**config.mk**
```make
export PLATFORM = sky130hd
export DESIGN_NAME = adder_share_arbiter
export DESIGN_NICKNAME = d
export VERILOG_FILES = /design/src/rtl/adder_share_pkg.sv /design/src/rtl/adder_share_arbiter_rr_grant_sel.sv /design/src/rtl/adder_share_arbiter.sv
export SDC_FILE = /design/constraint.sdc
export NUM_CORES = 1
export LEC_CHECK = 0
export ABC_AREA = 1
export CORE_AREA = 2 2 159 161
export CTS_CLUSTER_DIAMETER = 200
export CTS_CLUSTER_SIZE = 24
export DETAILED_ROUTE_END_ITERATION = 6
export DIE_AREA = 0 0 161 163
export GPL_TIMING_DRIVEN = 0
export PLACE_DENSITY = 0.66
export SKIP_LAST_GASP = 1
export SLEW_MARGIN = 20
export SYNTH_ARGS = -nofsm -noshare
export SYNTH_HDL_FRONTEND = slang
export SYNTH_HIERARCHICAL = 1
export SYNTH_SLANG_ARGS = --single-unit
```
**constraint.sdc**
```tcl
create_clock -name clk -period 2.4 [get_ports clk]
set_input_delay 0.6 -clock clk [delete_from_list [all_inputs] [get_ports clk]]
set_output_delay 0.6 -clock clk [all_outputs]
set_load 0.02 [all_outputs]
```
**src/rtl/adder_share_pkg.sv**
```systemverilog
// Shared types and constants for the adder-sharing arbiter.
// The states are IDLE, EXEC and RESP. next_ptr advances the round-robin pointer.
package adder_share_pkg;

  localparam int DEF_WIDTH = 32;
  localparam int DEF_NREQ  = 4;

  typedef enum logic [1:0] {
    ST_IDLE = 2'd0,
    ST_EXEC = 2'd1,
    ST_RESP = 2'd2
  } state_t;

  function automatic int next_ptr(input int g, input int nreq);
    return (g >= nreq - 1) ? 0 : g + 1;
  endfunction

endpackage

```
**src/rtl/adder_share_arbiter_rr_grant_sel.sv**
```systemverilog
// Combinational round-robin picker.
// It returns the first valid requester at or after the round-robin pointer.
module rr_grant_sel
  import adder_share_pkg::*;
#(
  parameter int NREQ = DEF_NREQ,
  parameter int IDW  = $clog2(NREQ)
) (
  input  logic [NREQ-1:0] i_req_valid,
  input  logic [IDW-1:0]  i_rr_ptr,
  output logic            o_grant_valid,
  output logic [IDW-1:0]  o_grant_idx
);

  int w_j;

  // The scan runs from the farthest offset down to offset 0, so the nearest valid requester wins.
  always_comb begin
    o_grant_valid = 1'b0;
    o_grant_idx   = '0;
    w_j           = 0;
    for (int k = NREQ - 1; k >= 0; k--) begin
      w_j = int'(i_rr_ptr) + k;
      if (w_j >= NREQ) w_j = w_j - NREQ;
      if (i_req_valid[w_j[IDW-1:0]]) begin
        o_grant_valid = 1'b1;
        o_grant_idx   = w_j[IDW-1:0];
      end
    end
  end

endmodule

```
**src/rtl/adder_share_arbiter.sv**
```systemverilog
// Round-robin arbiter that time-shares one external adder between NREQ requesters.
// Defining ADDER_SHARE_OVF_EN adds the registered signed-overflow output rsp_ovf.
module adder_share_arbiter
  import adder_share_pkg::*;
#(
  parameter int  WIDTH = DEF_WIDTH,
  parameter int  NREQ  = DEF_NREQ,
  localparam int IDW   = $clog2(NREQ)
) (
  input  logic              clk,
  input  logic              rst_n,
  input  logic [NREQ-1:0]   req_valid,
  output logic [NREQ-1:0]   req_ready,
  input  logic [NREQ*WIDTH-1:0] req_a,
  input  logic [NREQ*WIDTH-1:0] req_b,
  input  logic [NREQ-1:0]   req_cin,
  output logic [WIDTH-1:0]  add_a,
  output logic [WIDTH-1:0]  add_b,
  output logic              add_cin,
  output logic              add_en,
  input  logic [WIDTH-1:0]  add_sum,
  input  logic              add_cout,
  output logic              rsp_valid,
  input  logic              rsp_ready,
  output logic [IDW-1:0]    rsp_id,
  output logic [WIDTH-1:0]  rsp_sum,
  output logic              rsp_cout
`ifdef ADDER_SHARE_OVF_EN
  ,
  output logic              rsp_ovf
`endif
);

  state_t         r_state;
  state_t         w_state_nxt;
  logic [IDW-1:0] r_rr_ptr;
  logic [IDW-1:0] r_id;
  logic [IDW-1:0] w_grant_idx;
  logic           w_grant_valid;
  logic           w_accept;

  rr_grant_sel #(
    .NREQ (NREQ),
    .IDW  (IDW)
  ) u_grant_sel (
    .i_req_valid   (req_valid),
    .i_rr_ptr      (r_rr_ptr),
    .o_grant_valid (w_grant_valid),
    .o_grant_idx   (w_grant_idx)
  );

  always_comb begin
    w_state_nxt = r_state;
    w_accept    = 1'b0;
    req_ready   = '0;
    add_en      = 1'b0;
    rsp_valid   = 1'b0;
    case (r_state)
      ST_IDLE: w_accept = w_grant_valid;
      ST_EXEC: begin
        add_en      = 1'b1;
        w_state_nxt = ST_RESP;
      end
      ST_RESP: begin
        rsp_valid = 1'b1;
        if (rsp_ready) begin
          w_accept    = w_grant_valid;
          w_state_nxt = ST_IDLE;
        end
      end
      default: w_state_nxt = ST_IDLE;
    endcase
    // A new grant may be taken in the same cycle the response is consumed.
    w_accept = w_accept && rst_n;
    if (w_accept) begin
      req_ready[w_grant_idx] = 1'b1;
      w_state_nxt            = ST_EXEC;
    end
  end

  always_ff @(posedge clk) begin
    if (!rst_n) begin
      r_state  <= ST_IDLE;
      r_rr_ptr <= '0;
      r_id     <= '0;
      add_a    <= '0;
      add_b    <= '0;
      add_cin  <= 1'b0;
      rsp_id   <= '0;
      rsp_sum  <= '0;
      rsp_cout <= 1'b0;
`ifdef ADDER_SHARE_OVF_EN
      rsp_ovf  <= 1'b0;
`endif
    end else begin
      r_state <= w_state_nxt;
      // The operand registers load only on accept, so the adder inputs do not toggle while idle.
      if (w_accept) begin
        add_a    <= req_a[int'(w_grant_idx)*WIDTH +: WIDTH];
        add_b    <= req_b[int'(w_grant_idx)*WIDTH +: WIDTH];
        add_cin  <= req_cin[w_grant_idx];
        r_id     <= w_grant_idx;
        r_rr_ptr <= IDW'(next_ptr(int'(w_grant_idx), NREQ));
      end
      if (r_state == ST_EXEC) begin
        rsp_sum  <= add_sum;
        rsp_cout <= add_cout;
        rsp_id   <= r_id;
`ifdef ADDER_SHARE_OVF_EN
        rsp_ovf  <= (add_a[WIDTH-1] == add_b[WIDTH-1]) && (add_sum[WIDTH-1] != add_a[WIDTH-1]);
`endif
      end
    end
  end

endmodule

```
## After elaboration in Yosys (flattened, before gate mapping)

Index checks and enable logic that the tools add are counted.

| operators by class | value |
|---|---|
| add/subtract/negate cells | 8 |
| multipliers | 0 |
| div/mod/pow operators | 0 |
| $lt $le $gt $ge | 11 |
| equality and inequality tests | 5 |
| shift-type cells | 2 |
| mux-type cells | 33 |
| bitwise logic cells | 2 |
| reduce and logical (&&, ||, !) cells | 6 |

Operators with widths:

| kind | number |
|---|---|
| 128-bit by 8-bit indexed part select with 32-bit output | 2 |
| 2-bit two-way mux | 10 |
| 2-bit by 3-bit less-than comparator with 1-bit output, second input constant | 5 |
| 1-bit two-way mux | 14 |
| 1-bit binary-select mux with 2-bit select | 5 |
| 3-bit greater-or-equal comparator, second input constant | 3 |
| 2-bit by 1-bit subtractor with 2-bit output, second input constant | 4 |
| 2-bit by 2-bit adder with 3-bit output, second input constant | 2 |
| 2-bit one-hot mux with 3 select lines | 1 |
| 4-bit two-way mux | 1 |
| 2-bit != test, second input constant | 2 |
| 2-bit AND reduction | 2 |
| 2-bit by 1-bit adder with 3-bit output, second input constant | 1 |
| 2-bit by 3-bit greater-or-equal comparator with 1-bit output, second input constant | 1 |
| 3-bit != test, second input constant | 1 |
| 2-bit by 1-bit adder with 2-bit output, second input constant | 1 |
| 1-bit demux with 2-bit select | 1 |
| 2-bit by 1-bit equality test with 1-bit output, second input constant | 1 |
| 2-bit equality test, second input constant | 1 |
| 2-bit by 1-bit greater-or-equal comparator with 1-bit output, second input constant | 1 |
| 2-bit greater-or-equal comparator, second input constant | 1 |
| 1-bit logical AND | 2 |
| 2-bit zero test | 1 |
| 1-bit NOT | 2 |
| 2 further kinds | 2 |

| storage, ports and cells | value |
|---|---|
| register bits | 106 |
| latch bits | 0 |
| bits in writable memories | 0 |
| bits in read-only memories | 0 |
| input port bits | 300 |
| output and inout bits | 106 |
| memories kept | 0 |

## Depth between registers and ports, before layout

Gate-level depths: netlist of the first run.

| depth | value |
|---|---|
| depth in word-level cells | 14 |
| depth in mapped cells | 18 |

## Cells and area by module

The synthesis of the first run kept the hierarchy.

By module, submodules not included:

| module | times used | cells an instance | area an instance (µm²) | sequential area each (µm²) |
|---|---|---|---|---|
| adder_share_arbiter | 1 | 1234 | 6880.3 | 2122.0 |
| rr_grant_sel | 1 | 46 | 212.7 | 0.0 |

## Worst setup path after synthesis of the first run

No wires, ideal clock.

| timing path | value |
|---|---|
| path type | input to output |
| from | input req_valid[3] |
| to | output req_ready[0] |
| arrival time | 2148 ps |
| required time | 1800 ps |
| setup slack | -348 ps |
| stages | 16 |
| cell sequence | inv_1 nand2_2 and2_4 nand2_2 nand2_2 clkinv_2 nand2_1 nand2_1 nand2_1 buf_2 inv_2 buf_6 buf_6 ha_1 inv_1 nor2_1 |

| between the ends | value |
|---|---|
| cells in the longest elaborated chain, start to end | 11 |
| elaborated cells on any way between the ends | 25 |
| classes of those cells | 2 x order compare; 21 x mux; 2 x reduce/logical |

RTL lines:

| what | line | text |
|---|---|---|
| start, declared | adder_share_arbiter.sv:12 | `input logic [NREQ-1:0] req_valid,` |
| 1-bit binary-select mux with 2-bit select | adder_share_arbiter_rr_grant_sel.sv:25 | `if (i_req_valid[w_j[IDW-1:0]]) begin` |
| 1-bit two-way mux (implied by the code) | adder_share_arbiter_rr_grant_sel.sv:25 |  |
| 2-bit two-way mux (3 in a row) | adder_share_arbiter_rr_grant_sel.sv:25 |  |
| 2-bit two-way mux (*) | adder_share_arbiter_rr_grant_sel.sv:25 |  |
| via w_grant_idx[0] | adder_share_arbiter.sv:38 | `logic [IDW-1:0] w_grant_idx;` |
| 2-bit by 3-bit less-than comparator with 1-bit output (implied by the code) / 2-bit by 1-bit greater-or-equal comparator with 1-bit output (equally long branches) | adder_share_arbiter.sv:76 | `req_ready[w_grant_idx] = 1'b1;` |
| 1-bit logical AND (implied by the code) | adder_share_arbiter.sv:76 |  |
| 1-bit two-way mux (implied by the code) | adder_share_arbiter.sv:76 |  |
| 1-bit demux with 2-bit select (*) | adder_share_arbiter.sv:76 |  |
| 4-bit two-way mux (*) | adder_share_arbiter.sv:75 | `if (w_accept) begin` |
| end, declared | adder_share_arbiter.sv:13 | `output logic [NREQ-1:0] req_ready,` |

Mark *: on every way through the listed nets, which the timed path passes. The rest lies on a longest branch. The select of a mux whose other input is x is not followed.

## Final worst setup path of the first run

| timing path | value |
|---|---|
| from | register r_rr_ptr[0] |
| to | output req_ready[1] |

| between the ends | value |
|---|---|
| cells in the longest elaborated chain, start to end | 14 |
| elaborated cells on any way between the ends | 40 |
| classes of those cells | 7 x add/sub; 6 x order compare; 25 x mux; 2 x reduce/logical |

RTL lines:

| what | line | text |
|---|---|---|
| start, declared | adder_share_arbiter.sv:36 | `logic [IDW-1:0] r_rr_ptr;` |
| start signal, assigned | adder_share_arbiter.sv:103 | `r_rr_ptr <= IDW'(next_ptr(int'(w_grant_idx), NREQ));` |
| 2-bit by 2-bit adder with 3-bit output | adder_share_arbiter_rr_grant_sel.sv:23 | `w_j = int'(i_rr_ptr) + k;` |
| 3-bit greater-or-equal comparator / 2-bit by 1-bit subtractor with 2-bit output (equally long branches) | adder_share_arbiter_rr_grant_sel.sv:24 | `if (w_j >= NREQ) w_j = w_j - NREQ;` |
| 2-bit two-way mux | adder_share_arbiter_rr_grant_sel.sv:24 |  |
| 1-bit binary-select mux with 2-bit select | adder_share_arbiter_rr_grant_sel.sv:25 |  |
| 1-bit two-way mux (implied by the code) | adder_share_arbiter_rr_grant_sel.sv:25 |  |
| 2-bit two-way mux (3 in a row) | adder_share_arbiter_rr_grant_sel.sv:25 |  |
| 2-bit two-way mux (*) | adder_share_arbiter_rr_grant_sel.sv:25 |  |
| via w_grant_idx[1] | adder_share_arbiter.sv:38 |  |
| 2-bit by 3-bit less-than comparator with 1-bit output (implied by the code) / 2-bit by 1-bit greater-or-equal comparator with 1-bit output (equally long branches) | adder_share_arbiter.sv:76 |  |
| 1-bit logical AND (implied by the code) | adder_share_arbiter.sv:76 |  |
| 1-bit two-way mux (implied by the code) | adder_share_arbiter.sv:76 |  |
| 1-bit demux with 2-bit select (*) | adder_share_arbiter.sv:76 |  |
| 4-bit two-way mux (*) | adder_share_arbiter.sv:75 |  |

Marked as above.

==> flow_summary.yaml, run 1 <==
sta:
  slew_violations: 0
  setup_viol: 4
  worst_slack_ns: -0.285
  rsz0062_at_grt: "yes"
  fin_skew_ns: 0.00890
  post-route-min-period_ns: 2.68
  min_period_over_period_pct: 112
  whs_ns: 0.470
  max_slew_margin_pct: 56.1
  tightest_slew_ns: 0.658
  hold_viol: 0
  fmax_mhz: 372
worst_setup_path:
  r2r-end: "add_a[5]"
  critPathKind: "flip-flop to primary output"
  cp-end-kind: "primary output"
  regToRegStartpoint: "r_rr_ptr[0]"
  r2r_cells: 17
  required_ns: 1.80
  crit_start: "r_rr_ptr[0]"
  worstSetupEndpoint: "req_ready[1]"
  r2r_setup_slack_ns: 0.11
  arrival_ns: 2.08
  crit_path_start_kind: "flip-flop"
  crit_path_max_fanout: 4
die:
  dieHeight_microns: 163
  die_w_microns: 161
  rows: 58
  start_util_pct: 28.7
  coreArea_sq_um: 24700
  dieArea_sq_um: 26200
  boundaryPins: 406
synthesis:
  yosysMostFrequentCell: "nand2_1"
  synth_area_sq_um: 7090
  async_reset_ff_share_pct: 0
  synth_top_area_share_pct: 29.9
  synth_cells: 1280
  synth_top_area_cell: "dfxtp_1"
  ys_warn_count: 6
  ys_types: 21
  yosys-top-cells-area: "dfxtp_1 30%, nand2_1 26%, nand3_1 14%"
  yosysSeqAreaShare_pct: 29.9
  synth-edff-count: 0
  syn_area_per_cell_sq_um: 5.54
  yosys-top-cells-count: "482 x nand2_1, 273 x inv_1, 205 x nand3_1, 106 x dfxtp_1, 77 x nor2_1"
  synthFlopType: "dfxtp_1"
  synth_nets: 1584
  yosys_register_bits: 106
clock_tree:
  insertion_delay_ns: 0.36
  clock-sinks: 106
  cts_max_level: 3
  clk_pin_slew_worst_paths_ns: 0.08
  cts_buffer_depth: 2
  cts_buffers: 9
  cts_tree: "built"
  clock-root-buffer: "clkbuf_16"
place:
  place_ws_ns: -1.52
  dp.final_hpwl_microns: 24300
  place_congestion: 0.883
  dpl_cell_area_sq_um: 11600
  io_buffers: 404
power_and_ir_drop:
  power.density_nw_per_um2: 1090
  power_w: 0.0133
  leakage_nw: 6.47
  ir_worst_vdd_v: 0.000554
global_route:
  grt_antenna_before_repair: 1
  grt_overflow_total: 0
  grt_max_degree: 20
  grtUsageTotal_pct: 22.7
  grt_pass1_wl_microns: 46000
  grt_pass1_vias: 8483
drt:
  via_per_inst: 4.41
  drc: 0
  vias: 9007
  antenna_left: 0
  drt_iter0_drc: 422
  routed_wl_microns: 31000
  first_pass_iters: 4
  wl_per_cell_microns: 15.2
outcome:
  violations: "negative setup slack"
  outcome: "finished, violations left"
min_path:
  hp-class: "flip-flop to flip-flop"
cells_and_area:
  regArea_sq_um: 2130
  area_delta_synth_final_pct: 72.5
  final_nets: 2012
  multi_input_area_sq_um: 3650
  design_area_sq_um: 12200
  fillers: 2641
  drive_gt1_share_pct: 9.05
job:
  maxCapViolCount: 0
==> cell families (layout without fill, tap and decap cells) <==
group / after synthesis / after routing / synth area share, %
adder cells (fa/ha/maj): 4 / 4 / 0.706
AO/OA/AOI/OAI: 43 / 43 / 3.12
other: 0 / 1 / 0
buffers and inverters: 355 / 788 / 21.2
flip-flops: 106 / 106 / 29.9
AND/OR/NAND/NOR: 772 / 772 / 45.0
==> power breakdown <==
group	internal (W)	total (W)	switching (W)
logic	0.00365	0.00912	0.00547
clock network	0.000832	0.00159	0.000756
registers	0.00228	0.00257	0.000291
total	0.00677	0.0133	0.00651
==> routing by layer <==
metal  wire, microns  track usage (%)  share of wire (%)  up-vias
met5               0                0                  0        -
li1                -                -                  -     4618
met1           12500             26.3                 40     4004
met2           15400             41.0                 49      350
met3            2590             5.78                8.3       35
met4             624             6.70                2.0        0
==> state kept, by name, summed over array words and instances (netlist names) <==
register  cells
add_a        32
add_b        32
add_cin       1
r_id          2
r_rr_ptr      2
r_state       2
rsp_cout      1
rsp_id        2
rsp_sum      32
==> worst min path at each step <==
stage          startpoint         to  slack, ns  depth (start not counted)
2_1_floorplan     r_id[0]    r_id[0]       0.45                          2
3_3_place_gp     add_a[3]   add_a[3]       0.46                          2
3_5_place_dp    add_b[22]  add_b[22]       0.46                          2
4_1_cts          add_a[5]   add_a[5]       0.47                          2
5_1_grt         add_a[27]  add_a[27]       0.50                          2
6_report         add_b[7]   add_b[7]       0.47                          2
==> final cells by class <==
class                   instances  share of cell area (%)
plain buffers                  74                    4.16
diodes                          1                  0.0205
multi-input cells             819                    29.8
flip-flops and latches        106                    17.4
repair buffers                419                    34.0
clock inverters                 7                   0.675
well taps                     330                    3.37
inverters                     279                    8.76
clock buffers                   9                    1.84
==> cell usage in the layout, fill, tap and decap left out, drive strengths merged <==
master,synthesis,final
clkinv,1,1
and2,1,1
bufinv,0,1
clkinvlp,0,1
a21boi,1,1
dlygate4sd2,0,2
a21oi,2,2
nand2,487,487
clkbuf,14,24
dfxtp,106,106
inv,278,283
clkdlybuf4s50,0,395
diode,0,1
buf,62,80
ha,4,4
nor2,78,78
clkdlybuf4s15,0,1
o21ai,40,40
nand3,206,206
==> metrics by stage <==
step                setup TNS [ns]  cells  utilization (%)
CTS                          -1.25   2043             49.2
global placement            -41.30   2014             47.1
floorplan                   -0.135   1280                -
finish                       -1.02   2044             49.6
global route                 -1.33   2043             49.6
detailed placement          -42.49   2014             47.1
==> timing repair <==
action | in CTS | in global routing
cloned | 1 | 0
setup endpoints to repair | 71 | 58
pin swaps | 13 | 14
gates resized for setup | 64 | 47
hold buffers | 0 | 0
setup buffers | 12 | 2
==> critical path: stages (launching register included) <==
cell and delay (ns):
dfxtp_4 0.37, buf_6 0.14, o21ai_4 0.19, nand2_1 0.08
nand2_1 0.09, nand3_2 0.09, a21boi_4 0.18, inv_2 0.07
clkbuf_16 0.15, ha_4 0.15, inv_2 0.04, nor2_2 0.04
buf_6 0.14
No activity file was read; power rests on OpenSTA's default activity.
==> inputs of run 2 (changes only) <==
Settings changed: GPL_TIMING_DRIVEN 0 to not set.
==> flow_summary.yaml, run 2 (same netlist as run 1, synthesis figures left out) <==
power_and_ir_drop:
  leakage_nw: 6.24
  ir_worst_vdd_v: 0.000901
  clkPwrFrac_pct: 13.3
  p_switching_w: 0.00588
  combPwrFrac_pct: 65.7
  power.density_nw_per_um2: 1020
  p_seq_share_pct: 20.9
  power_w: 0.0122
  intPower_w: 0.00631
  netSwitchingFraction_pct: 48.3
sta:
  rsz0062_at_grt: "yes"
  whs_ns: 0.470
  slew_violations: 0
  max_slew_margin_pct: 53.3
  setup_viol: 4
  hold_viol: 0
  min_period_over_period_pct: 109
  worst_slack_ns: -0.212
  post-route-min-period_ns: 2.61
  tightest_slew_ns: 0.701
  fmax_mhz: 383
  fin_skew_ns: 0.0128
clock_tree:
  postCtsHoldBufs: 0
  clock-root-buffer: "clkbuf_16"
  cts_max_level: 3
  insertion_delay_ns: 0.35
  cts_tree: "built"
  cts_buffers: 9
  clk_pin_slew_worst_paths_ns: 0.08
  cts_buffer_depth: 2
  clock-sinks: 106
die:
  rows: 58
  start_util_pct: 28.7
  coreArea_sq_um: 24700
  dieHeight_microns: 163
  boundaryPins: 406
  dieArea_sq_um: 26200
  die_w_microns: 161
place:
  place_ws_ns: -1.11
  io_buffers: 405
  dp.final_hpwl_microns: 19800
  place_congestion: 0.871
job:
  maxCapViolCount: 0
worst_setup_path:
  regToRegStartpoint: "r_rr_ptr[0]"
  crit_path_start_kind: "flip-flop"
  arrival_ns: 2.01
  required_ns: 1.80
  critPathKind: "flip-flop to primary output"
  cp-end-kind: "primary output"
  crit_start: "r_rr_ptr[0]"
  crit_path_max_fanout: 6
global_route:
  grt_max_degree: 74
  grtUsageTotal_pct: 19.9
  grt_pass1_wl_microns: 41900
  grt_pass1_vias: 8109
  grt_antenna_before_repair: 1
  grt_overflow_total: 0
drt:
  first_pass_iters: 5
  vias: 8733
  drt_iter0_drc: 420
  antenna_left: 0
  via_per_inst: 4.39
  wl_per_cell_microns: 13.5
  drc: 0
  routed_wl_microns: 26900
cells_and_area:
  top_regs: "add_a: 32 flops, add_b: 32 flops, rsp_sum: 32 flops"
  final_nets: 1958
  final_common_cell: "nand2_1"
  utilization_pct: 48.4
  drive_gt1_share_pct: 6.69
  layout_common_cells: "471 x nand2_1, 396 x clkdlybuf4s50_1, 263 x inv_1"
  area_delta_synth_final_pct: 68.2
min_path:
  hp-class: "flip-flop to flip-flop"
  holdCritStartpoint: "add_b[11]"
outcome:
  outcome: "finished, violations left"
  violations: "negative setup slack"
-- run 2: cell type report --
class                   count  area, sq um
repair buffers            439         4380
well taps                 330          413
multi-input cells         819         3630
flip-flops and latches    106         2130
fillers                  2559        12700
clock buffers              11          253
inverters                 279         1060
diodes                      1         2.50
clock inverters             5         68.8
-- run 2: stage by stage --
| stage | cells | area (sq um) | TNS (ns) |
|---|---|---|---|
| after floorplan | 1280 | 7170 | -0.135 |
| after global placement | 1966 | 11400 | -41.86 |
| after detailed placement | 1966 | 11400 | -46.06 |
| after CTS | 1989 | 11900 | -0.590 |
| after global routing | 1989 | 11900 | -1.18 |
| final | 1990 | 11900 | -0.799 |
-- run 2: critical path: stages (launching register included) --
cell	delay (ns)
dfxtp_4	0.38
buf_6	0.13
nand2_2	0.07
nand3_1	0.17
nand2_2	0.13
nand3_2	0.09
a21boi_4	0.21
inv_2	0.11
ha_4	0.17
inv_2	0.06
nor2_4	0.03
buf_6	0.13
-- run 2: routing by layer --
| metal | wire length, microns | track usage, % | vias up |
|---|---|---|---|
| li1 | - | - | 4505 |
| met1 | 11100 | 22.9 | 3883 |
| met2 | 12900 | 35.5 | 312 |
| met3 | 2270 | 5.83 | 33 |
| met4 | 536 | 5.88 | 0 |
| met5 | 0 | 0 | - |
-- run 2: worst paths after layout --
| path | end | slack [ns] | cells past startpoint |
|---|---|---|---|
| worst max-delay path | req_ready[1] | -0.21 | 11 |
| worst min-delay path | add_b[11] | 0.47 | 2 |
| worst max register to register | add_a[25] | 0.15 | 15 |
| worst min register to register | add_b[11] | 0.47 | 2 |
-- run 2: what timing repair did --
| item | CTS | global route |
|---|---|---|
| setup buffers | 7 | 0 |
| pin swaps | 15 | 7 |
| cloned | 0 | 0 |
| hold endpoints to repair | 0 | 0 |
| setup endpoints to repair | 71 | 69 |
| gates resized for setup | 66 | 12 |
-- run 2: power by group through the flow --
stage | Sequential (W) | Combinational, W | Clock, W
CTS | 0.00256 | 0.00802 | 0.00169
finish | 0.00255 | 0.00801 | 0.00162
global placement | 0.00257 | 0.00770 | 0
floorplan | 0.00312 | 0.00470 | 0
detailed placement | 0.00259 | 0.00776 | 0
global route | 0.00261 | 0.00897 | 0.00175
